**src/rtl/enc_disp_pkg.sv**
```systemverilog
// Shared glyph table and sizing helpers for the priority encoder display.
package enc_disp_pkg;

  localparam logic [6:0] SEG_BLANK = 7'b0000000;
  localparam logic [6:0] SEG_DASH  = 7'b1000000;

  function automatic int idx_width(input int n);
    return (n > 2) ? $clog2(n) : 1;
  endfunction

  function automatic int digits(input int w);
    return (w + 3) / 4;
  endfunction

  // Active-high {g,f,e,d,c,b,a}; b and d are lower case so they differ from 8 and 0.
  function automatic logic [6:0] hex7(input logic [3:0] nib);
    logic [6:0] g;
    case (nib)
      4'h0: g = 7'b0111111;
      4'h1: g = 7'b0000110;
      4'h2: g = 7'b1011011;
      4'h3: g = 7'b1001111;
      4'h4: g = 7'b1100110;
      4'h5: g = 7'b1101101;
      4'h6: g = 7'b1111101;
      4'h7: g = 7'b0000111;
      4'h8: g = 7'b1111111;
      4'h9: g = 7'b1101111;
      4'hA: g = 7'b1110111;
      4'hB: g = 7'b1111100;
      4'hC: g = 7'b0111001;
      4'hD: g = 7'b1011110;
      4'hE: g = 7'b1111001;
      default: g = 7'b1110001;
    endcase
    return g;
  endfunction

endpackage

```
**src/rtl/seg_scan.sv**
```systemverilog
// Time-multiplexed hex display scanner; seg and an are registered together
// so the lit digit and its glyph always belong to the same nibble.
module seg_scan
  import enc_disp_pkg::*;
#(
  parameter int D        = 1,
  parameter int SCAN_DIV = 1000
) (
  input  logic           clk,
  input  logic           rst_n,
  input  logic [4*D-1:0] val,
  input  logic           blank,
  input  logic           dash,
  output logic [6:0]     seg,
  output logic [D-1:0]   an
);

  localparam int CW = (SCAN_DIV > 1) ? $clog2(SCAN_DIV) : 1;
  localparam int PW = (D > 1) ? $clog2(D) : 1;
  localparam logic [CW-1:0] CNT_LAST = CW'(SCAN_DIV - 1);
  localparam logic [PW-1:0] PTR_LAST = PW'(D - 1);

  logic [CW-1:0] cnt;
  logic [PW-1:0] ptr;
  logic [3:0]    nib;
  logic [6:0]    glyph;

  always_comb begin
    nib = val[4*ptr +: 4];
    if (blank)     glyph = SEG_BLANK;
    else if (dash) glyph = SEG_DASH;
    else           glyph = hex7(nib);
  end

  always_ff @(posedge clk) begin
    if (!rst_n) begin
      cnt <= '0;
      ptr <= '0;
      seg <= '1;
      an  <= '1;
    end else begin
      seg <= ~glyph;
      an  <= ~(D'(1) << ptr);
      if (cnt == CNT_LAST) begin
        cnt <= '0;
        ptr <= (ptr == PTR_LAST) ? '0 : ptr + 1'b1;
      end else begin
        cnt <= cnt + 1'b1;
      end
    end
  end

endmodule

```
**src/rtl/prio_enc_disp.sv**
```systemverilog
// Registered priority encoder on a synchronised request vector, with change
// pulse and a scanned hex display of the winning index.
module prio_enc_disp
  import enc_disp_pkg::*;
#(
  parameter int N        = 16,
  parameter int SCAN_DIV = 1000,
  localparam int W       = idx_width(N),
  localparam int D       = digits(W)
) (
  input  logic         clk,
  input  logic         rst_n,
  input  logic         en,
  input  logic [N-1:0] req,
  output logic [W-1:0] idx,
  output logic         valid,
  output logic         changed,
  output logic         en_led,
  output logic [6:0]   seg,
  output logic [D-1:0] an
);

  localparam int VW = 4 * D;

  logic [N-1:0]  req_p0, req_p1;
  logic          en_p0, en_p1;
  logic [W-1:0]  idx_p2, idx_p3;
  logic          vld_p2, vld_p3;
  logic          chg_p3;
  logic [W-1:0]  hi_idx;
  logic [VW-1:0] disp_val;

  always_comb begin
    hi_idx = '0;
    for (int i = 0; i < N; i++) begin
      if (req_p1[i]) hi_idx = W'(i);
    end
  end

  always_ff @(posedge clk) begin
    if (!rst_n) begin
      req_p0 <= '0;
      req_p1 <= '0;
      en_p0  <= 1'b0;
      en_p1  <= 1'b0;
      idx_p2 <= '0;
      vld_p2 <= 1'b0;
      idx_p3 <= '0;
      vld_p3 <= 1'b0;
      chg_p3 <= 1'b0;
    end else begin
      // p0/p1: two-flop synchronisers on the asynchronous switch inputs
      req_p0 <= req;
      req_p1 <= req_p0;
      en_p0  <= en;
      en_p1  <= en_p0;
      // p2: encoder register; a dropped enable clears valid but freezes idx
      vld_p2 <= en_p1 & (|req_p1);
      if (en_p1) idx_p2 <= hi_idx;
      // p3: compare against the previous encoder value for the change pulse
      idx_p3 <= idx_p2;
      vld_p3 <= vld_p2;
      chg_p3 <= ({vld_p2, idx_p2} != {vld_p3, idx_p3});
    end
  end

  assign idx      = idx_p2;
  assign valid    = vld_p2;
  assign changed  = chg_p3;
  assign en_led   = en_p1;
  assign disp_val = VW'(idx_p2);

  seg_scan #(
    .D        (D),
    .SCAN_DIV (SCAN_DIV)
  ) u_scan (
    .clk   (clk),
    .rst_n (rst_n),
    .val   (disp_val),
    .blank (~en_p1),
    .dash  (~vld_p2),
    .seg   (seg),
    .an    (an)
  );

endmodule

```
**config.mk**
```make
export PLATFORM = sky130hd
export DESIGN_NAME = prio_enc_disp
export DESIGN_NICKNAME = d
export VERILOG_FILES = /design/src/rtl/enc_disp_pkg.sv /design/src/rtl/seg_scan.sv /design/src/rtl/prio_enc_disp.sv
export SDC_FILE = /design/constraint.sdc
export NUM_CORES = 1
export LEC_CHECK = 0
export BUFFER_PORTS_ARGS = -buffer_cell sky130_fd_sc_hd__buf_2
export CAP_MARGIN = 25
export CORE_UTILIZATION = 53
export DETAILED_ROUTE_END_ITERATION = 10
export PLACE_DENSITY = 0.75
export SYNTH_ARGS = -nofsm -noshare
export SYNTH_HDL_FRONTEND = slang
export SYNTH_SLANG_ARGS = --single-unit
```
**constraint.sdc**
```tcl
create_clock -name clk -period 1.8 [get_ports clk]
set_input_delay 0.09 -clock clk [delete_from_list [all_inputs] [get_ports clk]]
set_output_delay 0.09 -clock clk [all_outputs]
set_load 0.02 [all_outputs]
```
== Yosys cells after proc, flatten, opt, wreduce, memory -nomap -nowiden ==
Memory sizes are Yosys's and may differ from the RTL's.
Cells that the tools add are included.

* Register bits: 64
* Latch bits: 0
* Memory bits (writable): 0
* ROM bits: 112
* Output and inout bits: 15
* Word-level logic and storage cells: 44
* Memories kept: 1

{| class="wikitable"
|+ Memory list
! name !! depth !! bits a word !! rd ports !! clocked after memory_dff !! wr ports !! RTL line !! source
|-
| (name not given) || 16 || 7 || 1 || 0 || 0 || enc_disp_pkg.sv:18 || <nowiki>case (nib)</nowiki>
|}

* $add $sub $neg: 2
* $mul: 0
* Divide/modulo/power cells: 0
* Magnitude comparators: 0
* Equal/unequal tests: 2
* Shifts and indexed selects: 2
* Mux-type cells: 18
* Bitwise operators: 4
* Reductions and logical operators: 2

{| class="wikitable"
|+ Operators by type and width
! kind !! number
|-
| 2-to-1 mux 4 bit || 14
|-
| OR reduction 16 bit || 1
|-
| 2-to-1 mux 7 bit || 2
|-
| adder 10 x 1 -> 10 bit, second input constant || 1
|-
| equality test 10 bit, second input constant || 1
|-
| inverter 7 bit || 1
|-
| != test 5 bit || 1
|-
| variable part select 4 x 4 -> 4 bit || 1
|-
| 2-to-1 mux 1 bit || 2
|-
| inverter 1 bit || 2
|-
| OR reduction 2 bit || 1
|-
| adder 1 bit, second input constant || 1
|-
| AND 1 bit || 1
|-
| left shift 1 x 1 -> 1 bit, first input constant || 1
|}

== Depth between registers and ports, before layout ==
Gate-level depths: netlist of run 1.

* Depth in word-level cells: 15
* Depth in mapped cells: 6

== By module ==
Synthesis of run 1 repeated with hierarchy kept, for this count alone.

* Cells, all modules: 183
* Area total of the unflattened synthesis: 1898.1 µm²

{| class="wikitable"
|+ By module, submodules not included
! module !! times used !! cells each !! area an instance (µm²) !! sequential area each (µm²)
|-
| prio_enc_disp || 1 || 132 || 1423.9 || 900.9
|-
| seg_scan || 1 || 51 || 474.2 || 160.2
|}

== Worst setup path before layout of run 1 ==
No wires, ideal clock.

* Kind: register to register
* Start point: reg idx_p2[0] (netlist: idx[0])
* End point: reg u_scan.seg[1]
* Arrival time: 1360 ps
* Required time: 1741 ps
* Slack: 381 ps
* Cell stages (with the launch flop): 6
* Path buffers: 0
* Clock period less this slack: 1419 ps
* Cell sequence: dfxtp_1 -> inv_1 -> ha_1 -> nand2_1 -> mux2_2 -> nand2_1

* Longest elaborated chain between the ends: 5

{| class="wikitable"
|+ RTL lines
! what !! RTL line !! source
|-
| start: declaration || prio_enc_disp.sv:27 || <nowiki>logic [W-1:0] idx_p2, idx_p3;</nowiki>
|-
| start signal: assignment || prio_enc_disp.sv:59 || <nowiki>if (en_p1) idx_p2 <= hi_idx;</nowiki>
|-
| variable part select 4 x 4 -> 4 bit || seg_scan.sv:29 || <nowiki>nib = val[4*ptr +: 4];</nowiki>
|-
| memory (16 x 7 bit) || -- ||
|-
| 2-to-1 mux 7 bit || seg_scan.sv:31 || <nowiki>else if (dash) glyph = SEG_DASH;</nowiki>
|-
| 2-to-1 mux 7 bit || seg_scan.sv:30 || <nowiki>if (blank) glyph = SEG_BLANK;</nowiki>
|-
| inverter 7 bit || seg_scan.sv:42 || <nowiki>seg <= ~glyph;</nowiki>
|-
| end signal: assignment || seg_scan.sv:42 ||
|-
| end: declaration || seg_scan.sv:14 || <nowiki>output logic [6:0] seg,</nowiki>
|}

No other way between the ends.
A chain may end at the register's enable or synchronous reset.

== Final worst setup path of run 1 ==
* Start point: reg idx_p2[2] (netlist: idx[2])
* End point: out idx[2]

{| class="wikitable"
|+ RTL lines
! what !! RTL line !! source
|-
| end: declaration || prio_enc_disp.sv:15 || <nowiki>output logic [W-1:0] idx,</nowiki>
|}

No word-level cell between the ends.

==> summary.md, run 1 <==
| Metric | Value |
|---|---|
| Post-synthesis simple-gate area fraction | 21.7% |
| Reg-to-Reg Start | idx[0]$_SDFFE_PN0P_ |
| Commonest cells post-synth | 53 x dfxtp_1, 38 x and2_1, 9 x nand2_1, 9 x o21ai_0 |
| Clock transition at the registers of the reported paths | 140 ps |
| Post-Route WL | 3.11 mm |
| Via Count | 1349 |
| Mapped Area | 0.00186 mm2 |
| Status | finished, final reports clean |
| Mapped Cells | 181 |
| Worst Reg2Reg Path Length in Cells | 5 |
| Final ANT Viol Nets | 0 |
| Final setup TNS | 0 ps |
| Setup Crit Path Kind | flip-flop to output port |
| Cts repair resizes | 0 |
| Most frequent cell after synthesis | dfxtp_1 |
| Vias in the first global route | 1210 |
| Startpoint types | flip-flop |
| CTS tree | built |
| WHS Endpoint | req_p1[9]$_SDFF_PN0_ |
| Clock Path Buffers | 2 |
| Period utilization | 81.4% |
| Top FF cell, synth | dfxtp_1 |
| Post-synth EDFFs | 0 |
| Share of cells above drive strength 1 | 19.0% |
| Setup bufs post-CTS | 0 |
| Switching Power | 0.479 mW |
| Final Wtd Congestion | 0.864 |
| Area Growth Syn to Fin | 23.2% |
| Sequential share of power | 64.1% |
| Core footprint | 0.00334 mm2 |
| Critical path, cell by cell | buf_2 |
| Number of vias per cell | 4.85 |
| Clock Tree Root | clkbuf_4 |
| Area contributors post-synth | dfxtp_1 57%, and2_1 13%, ha_1 4.0%, o211ai_1 2.8%, o21ai_0 2.4% |
| CP max stage delay | 730 ps |
| Adder-cell share of the synthesized area | 4.04% |
| Worst relative slew slack | 59.8% |
| Asr flop ratio synth | 0% |
| Final setup fails | 0 |
| Synth warn | 0 |
| NumNets Final | 256 |
| Die area | 0.00374 mm2 |
| Max Clock Freq | 0.683 GHz |
| Slew Viols, Final | 0 |
| Mux share of post-synthesis cell area | 1.15% |
| Number of rows in the core area | 21 |
| Combinational Power Share | 10.5% |
| Number of diodes | 0 |
| Setup Skew | 8.93 ps |
| Flop2flop setup slack | 340 ps |
| Clock sink total | 53 |
| Dominant cell type by area after synthesis | dfxtp_1 |
| Synth Area per Inst | 10.3 um2 |
| Post-synthesis compound-gate area fraction | 10.2% |
| Max-cap check violation count | 0 |
| I/O Pins | 34 |
| Min-Delay Path Class | flip-flop to flip-flop |
| Largest family of logic cells by synthesized area | simple AND/OR/NAND/NOR gates |
| Critical path data arrival time | 1370 ps |
| Fill cells | 262 |
| Synth cell types | 34 |
| Num CTS Buffers | 5 |
| Synth Area in XOR/XNOR | 2.36% |
| Initial cell density of the core | 55.6% |
| Switching Fraction | 24.3% |
| Initial antenna violation count | 0 |
| #FFs+latches synth | 53 |
| Initial DRC Count | 32 |
| Total design power | 1.97 mW |
| IR drop worst, VDD | 0.556 mV |
| Largest net degree at the start of global routing | 42 |
| Top-area cell type share of the netlist area | 57.1% |
| Post-synthesis sequential area ratio | 57.1% |
| WL per Instance | 11.2 um |
| Crit. End Element | output port |
| Hold buffers post-CTS | 18 |
| DIE WIDTH | 61.2 um |
| Clock Latency Late Sink | 360 ps |
| Power per Cell Area | 862 mW/mm2 |
| Post-DP HPWL | 2.11 mm |
| RSZ-0062 raised after global routing | false |
| Port Buf Inserts | 33 |
| CP required | 1710 ps |
| Hold Violations, Final | 0 |
| First-pass GRT wire length | 4.99 mm |
| DRC violations left | 0 |
| Gr usage total | 19.2% |
| Delay-heaviest family, CP | flip-flops |
| Worst-Margin Slew | 602 ps |
| Fin crit period | 1460 ps |
| Crit path max-delay cell type | dfxtp_1 |
| Int Power | 1.49 mW |
| Clock share of power | 25.4% |
| CP bufs+invs | 1 |
| Hold Crit Start | req_p0[9]$_SDFF_PN0_ |
| Die height | 61.2 um |
| Lkg Pwr | 0.959 nW |
| Worst hold path cell count | 1 |
| Syn Nets | 206 |
| # H-tree levels | 2 |
| Reg2reg end | u_scan.seg[1]$_SDFF_PN1_ |
| Drt pass-1 iters | 4 |
| Critical path fanouts, max | 20 |
| Gr ovfl total | 0 |
## cells by family after synthesis
family	count (synthesis)
AO/OA/AOI/OAI	29
XOR/XNOR	5
adder cells (fa/ha/maj)	6
buffers and inverters	16
flip-flops	53
multiplexers	2
AND/OR/NAND/NOR	70
## worst max-delay path by stage
stage                              startpoint                  endpoint  slack, ps  depth (start not counted)
after detailed placement  idx[0]$_SDFFE_PN0P_  u_scan.seg[1]$_SDFF_PN1_        380                          5
after global placement    idx[0]$_SDFFE_PN0P_  u_scan.seg[1]$_SDFF_PN1_        470                          5
after floorplan           idx[0]$_SDFFE_PN0P_  u_scan.seg[1]$_SDFF_PN1_        380                          5
after CTS                 idx[2]$_SDFFE_PN0P_                    idx[2]        340                          1
after global routing      idx[0]$_SDFFE_PN0P_  u_scan.seg[1]$_SDFF_PN1_        230                          5
final                     idx[2]$_SDFFE_PN0P_                    idx[2]        340                          1
## placed cells by master (no fill, tap or decap), types with 2 or more instances in the layout
cell,synthesis,layout
a21oi_1,3,3
a31oi_1,3,3
and2_1,38,38
buf_2,3,33
buf_4,0,2
clkbuf_4,0,5
dfxtp_1,53,53
dlygate4sd3_1,0,18
ha_1,6,6
inv_1,6,6
nand2_1,9,9
nand2b_1,2,2
nand3_1,2,2
nor2_1,7,7
nor2b_1,2,2
nor3_1,2,2
nor4_1,2,2
o211ai_1,7,7
o21ai_0,9,9
xnor2_1,2,2
xor2_1,3,3
## routing by layer
layer | vias to the layer above | share of wire [%] | global-route usage (%) | wire (um)
met4 | 0 | 2.1 | 10.4 | 65
li1 | 701 | - | - | -
met3 | 5 | 4.1 | 7.14 | 127
met5 | - | 0 | 0 | 0
met2 | 32 | 53 | 35.2 | 1640
met1 | 611 | 41 | 18.6 | 1280
## metrics by stage
step           util (%)  cell area [um2]  cells  hold slack [ps]  setup slack, ps
6_report           68.6             2290    278              442              335
5_1_grt            68.6             2290    278              435              230
4_1_cts            68.6             2290    278              435              337
3_5_place_dp       61.5             2050    252              298              376
3_3_place_gp       61.5             2050    252              295              471
2_1_floorplan         -             1860    181              190              381
## flip-flops by register name, summed over array words and instances (netlist names)
signal / count
changed: 1
en_led: 1
en_p0: 1
idx: 4
idx_p3: 4
req_p0: 16
req_p1: 16
u_scan.an: 1
u_scan.seg: 7
valid: 1
vld_p3: 1
## power by group through the flow
stage,sequential [mW],combinational (mW),clock (mW)
3_3_place_gp,1.29,0.171,0
6_report,1.26,0.207,0.502
4_1_cts,1.26,0.209,0.526
3_5_place_dp,1.29,0.179,0
5_1_grt,1.27,0.235,0.581
2_1_floorplan,1.29,0.116,0
## cell type report
cell class              instances  area (um2)  share of cell area [%]
clock buffers                   6        41.3                    1.80
clock inverters                 2        13.8                   0.601
inverters                       6        22.5                   0.984
multi-input cells             112         732                    32.0
flip-flops and latches         53        1060                    46.4
well taps                      46        57.6                    2.52
repair buffers                 53         360                    15.7
Power figures use the tool's default switching activity.
==> inputs of run 2 (changes only) <==
--- a/config.mk
+++ b/config.mk
@@ -7,9 +7,9 @@
 export LEC_CHECK = 0
 export BUFFER_PORTS_ARGS = -buffer_cell sky130_fd_sc_hd__buf_2
 export CAP_MARGIN = 25
-export CORE_UTILIZATION = 53
+export CORE_UTILIZATION = 48
 export DETAILED_ROUTE_END_ITERATION = 10
-export PLACE_DENSITY = 0.75
+export PLACE_DENSITY = 0.71
 export SYNTH_ARGS = -nofsm -noshare
 export SYNTH_HDL_FRONTEND = slang
 export SYNTH_SLANG_ARGS = --single-unit
==> constraint.sdc (replaced) <==
create_clock -name clk -period 1.2 [get_ports clk]
set_input_delay 0.06 -clock clk [delete_from_list [all_inputs] [get_ports clk]]
set_output_delay 0.06 -clock clk [all_outputs]
set_load 0.02 [all_outputs]
==> run 2 against run 1 <==
Clock skew fell by 4.4 ps. Total power rose by 74%. Count of clock-buffer cells in the layout up 1. The flow now finishes with violations (negative setup slack). Worst setup slack got worse by 460 ps. Utilization increased by 0.82 points. Global-route usage is 1.4 points lower. Largest power group unchanged. Routed wire length rose by 15%. Critical endpoint is now valid$_SDFF_PN0_. First-iteration DRC count up 41%. Flip-flop and latch count stayed put. Combinational power increased by 100%. Clock power increased by 130%.
==> summary.md, run 2 (synthesis results as in run 1) <==
| Metric | Value |
|---|---|
| Area after DPL | 0.00216 mm2 |
| Hold Violations, Final | 0 |
| Initial cell density of the core | 50.3% |
| Setup Skew | 4.57 ps |
| Total design power | 3.44 mW |
| Crit. End Element | flip-flop |
| Final Wtd Congestion | 0.804 |
| WHS Endpoint | u_scan.an$_SDFF_PN1_ |
| Via Count | 1472 |
| Critical path fanouts, max | 2 |
| DRC violations left | 0 |
| Hold Crit Start | rst_n |
| Min-Delay Path Class | input pin to flip-flop |
| Port Buf Inserts | 33 |
| Power per Cell Area | 1340 mW/mm2 |
| Sequential share of power | 54.8% |
| Gr usage total | 17.8% |
| WL per Instance | 12.1 um |
| I/O Pins | 34 |
| First-pass GRT wire length | 5.60 mm |
| Vias in the first global route | 1402 |
| Startpoint types | flip-flop |
| Reg2reg end | valid$_SDFF_PN0_ |
| Clock transition at the registers of the reported paths | 90 ps |
| Final setup fails | 1 |
| Fill cells | 284 |
| Worst Reg2Reg Path Length in Cells | 4 |
| Core footprint | 0.00369 mm2 |
| Worst relative slew slack | 79.7% |
| Final ANT Viol Nets | 0 |
| Drt pass-1 iters | 6 |
| Max Clock Freq | 0.754 GHz |
| Pre-CTS setup slack | -71.0 ps |
| Period utilization | 111% |
| IR drop worst, VDD | 0.919 mV |
| Switching Power | 0.783 mW |
| Largest net degree at the start of global routing | 23 |
| Worst-Margin Slew | 303 ps |
| Number of diodes | 0 |
| Clock Tree Root | clkbuf_8 |
| Die area | 0.00412 mm2 |
| Fin crit period | 1330 ps |
| Clock Path Buffers | 2 |
| Share of cells above drive strength 1 | 32.0% |
| # H-tree levels | 2 |
| Slew Viols, Final | 0 |
| Number of rows in the core area | 22 |
| Clock share of power | 33.1% |
| Int Power | 2.66 mW |
| Failing checks | negative setup slack |
| Reg-to-Reg Start | req_p1[8]$_SDFF_PN0_ |
| Lkg Pwr | 1.08 nW |
| Critical path data arrival time | 1510 ps |
| Worst hold path cell count | 2 |
| Post-DP HPWL | 2.27 mm |
| Final core utilization | 69.4% |
| Max-cap check violation count | 0 |
| Setup Crit Path Kind | flip-flop to flip-flop |
| Number of vias per cell | 4.99 |
| Post-route cell area | 0.00256 mm2 |
| Clock Latency Late Sink | 300 ps |
| Most frequent cells in the layout | 45 x dfxtp_1, 37 x and2_1, 33 x buf_2 |
| CTS tree | built |
| CP required | 1390 ps |
| Worst hold slack | 62.0 ps |
| Area Growth Syn to Fin | 37.9% |
| Combinational Power Share | 12.1% |
| Top Registers | req_p0: 16 flops, req_p1: 16 flops, u_scan.seg: 7 flops |
| Post-Route WL | 3.58 mm |
| Clock sink total | 53 |
| Setup slack after layout | -126 ps |
| Flop2flop setup slack | -130 ps |
| Num CTS Buffers | 5 |
| Gr ovfl total | 0 |
| Initial antenna violation count | 0 |
| Switching Fraction | 22.8% |
| DIE WIDTH | 64.2 um |
| NumNets Final | 271 |
| Status | complete, but fails checks |
| Most common cell after layout, fill and taps aside | dfxtp_1 |
| Die height | 64.2 um |
| RSZ-0062 raised after global routing | true |
| Initial DRC Count | 45 |
## run 2: metrics by stage
| stage | std cells | setup TNS, ps |
|---|---|---|
| after detailed placement | 267 | -122 |
| after global routing | 295 | -357 |
| final | 295 | -126 |
| after CTS | 293 | -115 |
| after global placement | 267 | -54.8 |
| after floorplan | 181 | -24.4 |
## run 2: routing by layer
metal / routed length, um / global-route usage, % / vias to the layer above
met5: 0 / 0 / -
met3: 129 / 3.75 / 11
met4: 102 / 9.44 / 0
li1: - / - / 730
met2: 1990 / 35.4 / 42
met1: 1360 / 16.7 / 689
## run 2: power by group through the flow
stage / logic (mW) / clock network (mW) / registers, mW
2_1_floorplan: 0.175 / 0 / 1.93
3_3_place_gp: 0.304 / 0 / 1.91
3_5_place_dp: 0.314 / 0 / 1.92
4_1_cts: 0.369 / 1.17 / 1.88
5_1_grt: 0.457 / 1.24 / 1.90
6_report: 0.417 / 1.14 / 1.89
## run 2: critical path, stage by stage (launching register included)
cell and delay (ps):
dfxtp_2 340, nor4_4 270, and2_4 180, nand4_1 120
o311a_1 310
## run 2: area by class of cell
type | count | area, um2 | area share [%]
multi-input cells | 112 | 806 | 31.5
flip-flops and latches | 53 | 1080 | 42.0
clock buffers | 7 | 108 | 4.20
well taps | 48 | 60.1 | 2.35
inverters | 6 | 25.0 | 0.978
repair buffers | 68 | 478 | 18.7
clock inverters | 1 | 7.51 | 0.293
## run 2: worst max-delay path by stage
stage | from | to | slack, ps | cells past startpoint
2_1_floorplan | req_p1[11]$_SDFF_PN0_ | valid$_SDFF_PN0_ | -20 | 4
3_3_place_gp | req_p1[11]$_SDFF_PN0_ | valid$_SDFF_PN0_ | -50 | 4
3_5_place_dp | req_p1[11]$_SDFF_PN0_ | valid$_SDFF_PN0_ | -70 | 4
4_1_cts | req_p1[8]$_SDFF_PN0_ | valid$_SDFF_PN0_ | -110 | 4
5_1_grt | req_p1[8]$_SDFF_PN0_ | valid$_SDFF_PN0_ | -190 | 4
6_report | req_p1[8]$_SDFF_PN0_ | valid$_SDFF_PN0_ | -130 | 4
## run 2: timing repair
action,in CTS,in global routing
buffers inserted,1,2
gates resized for setup,7,19
pin swaps,3,9
setup endpoints to repair,6,9
hold buffers,17,0
hold endpoints to repair,17,0
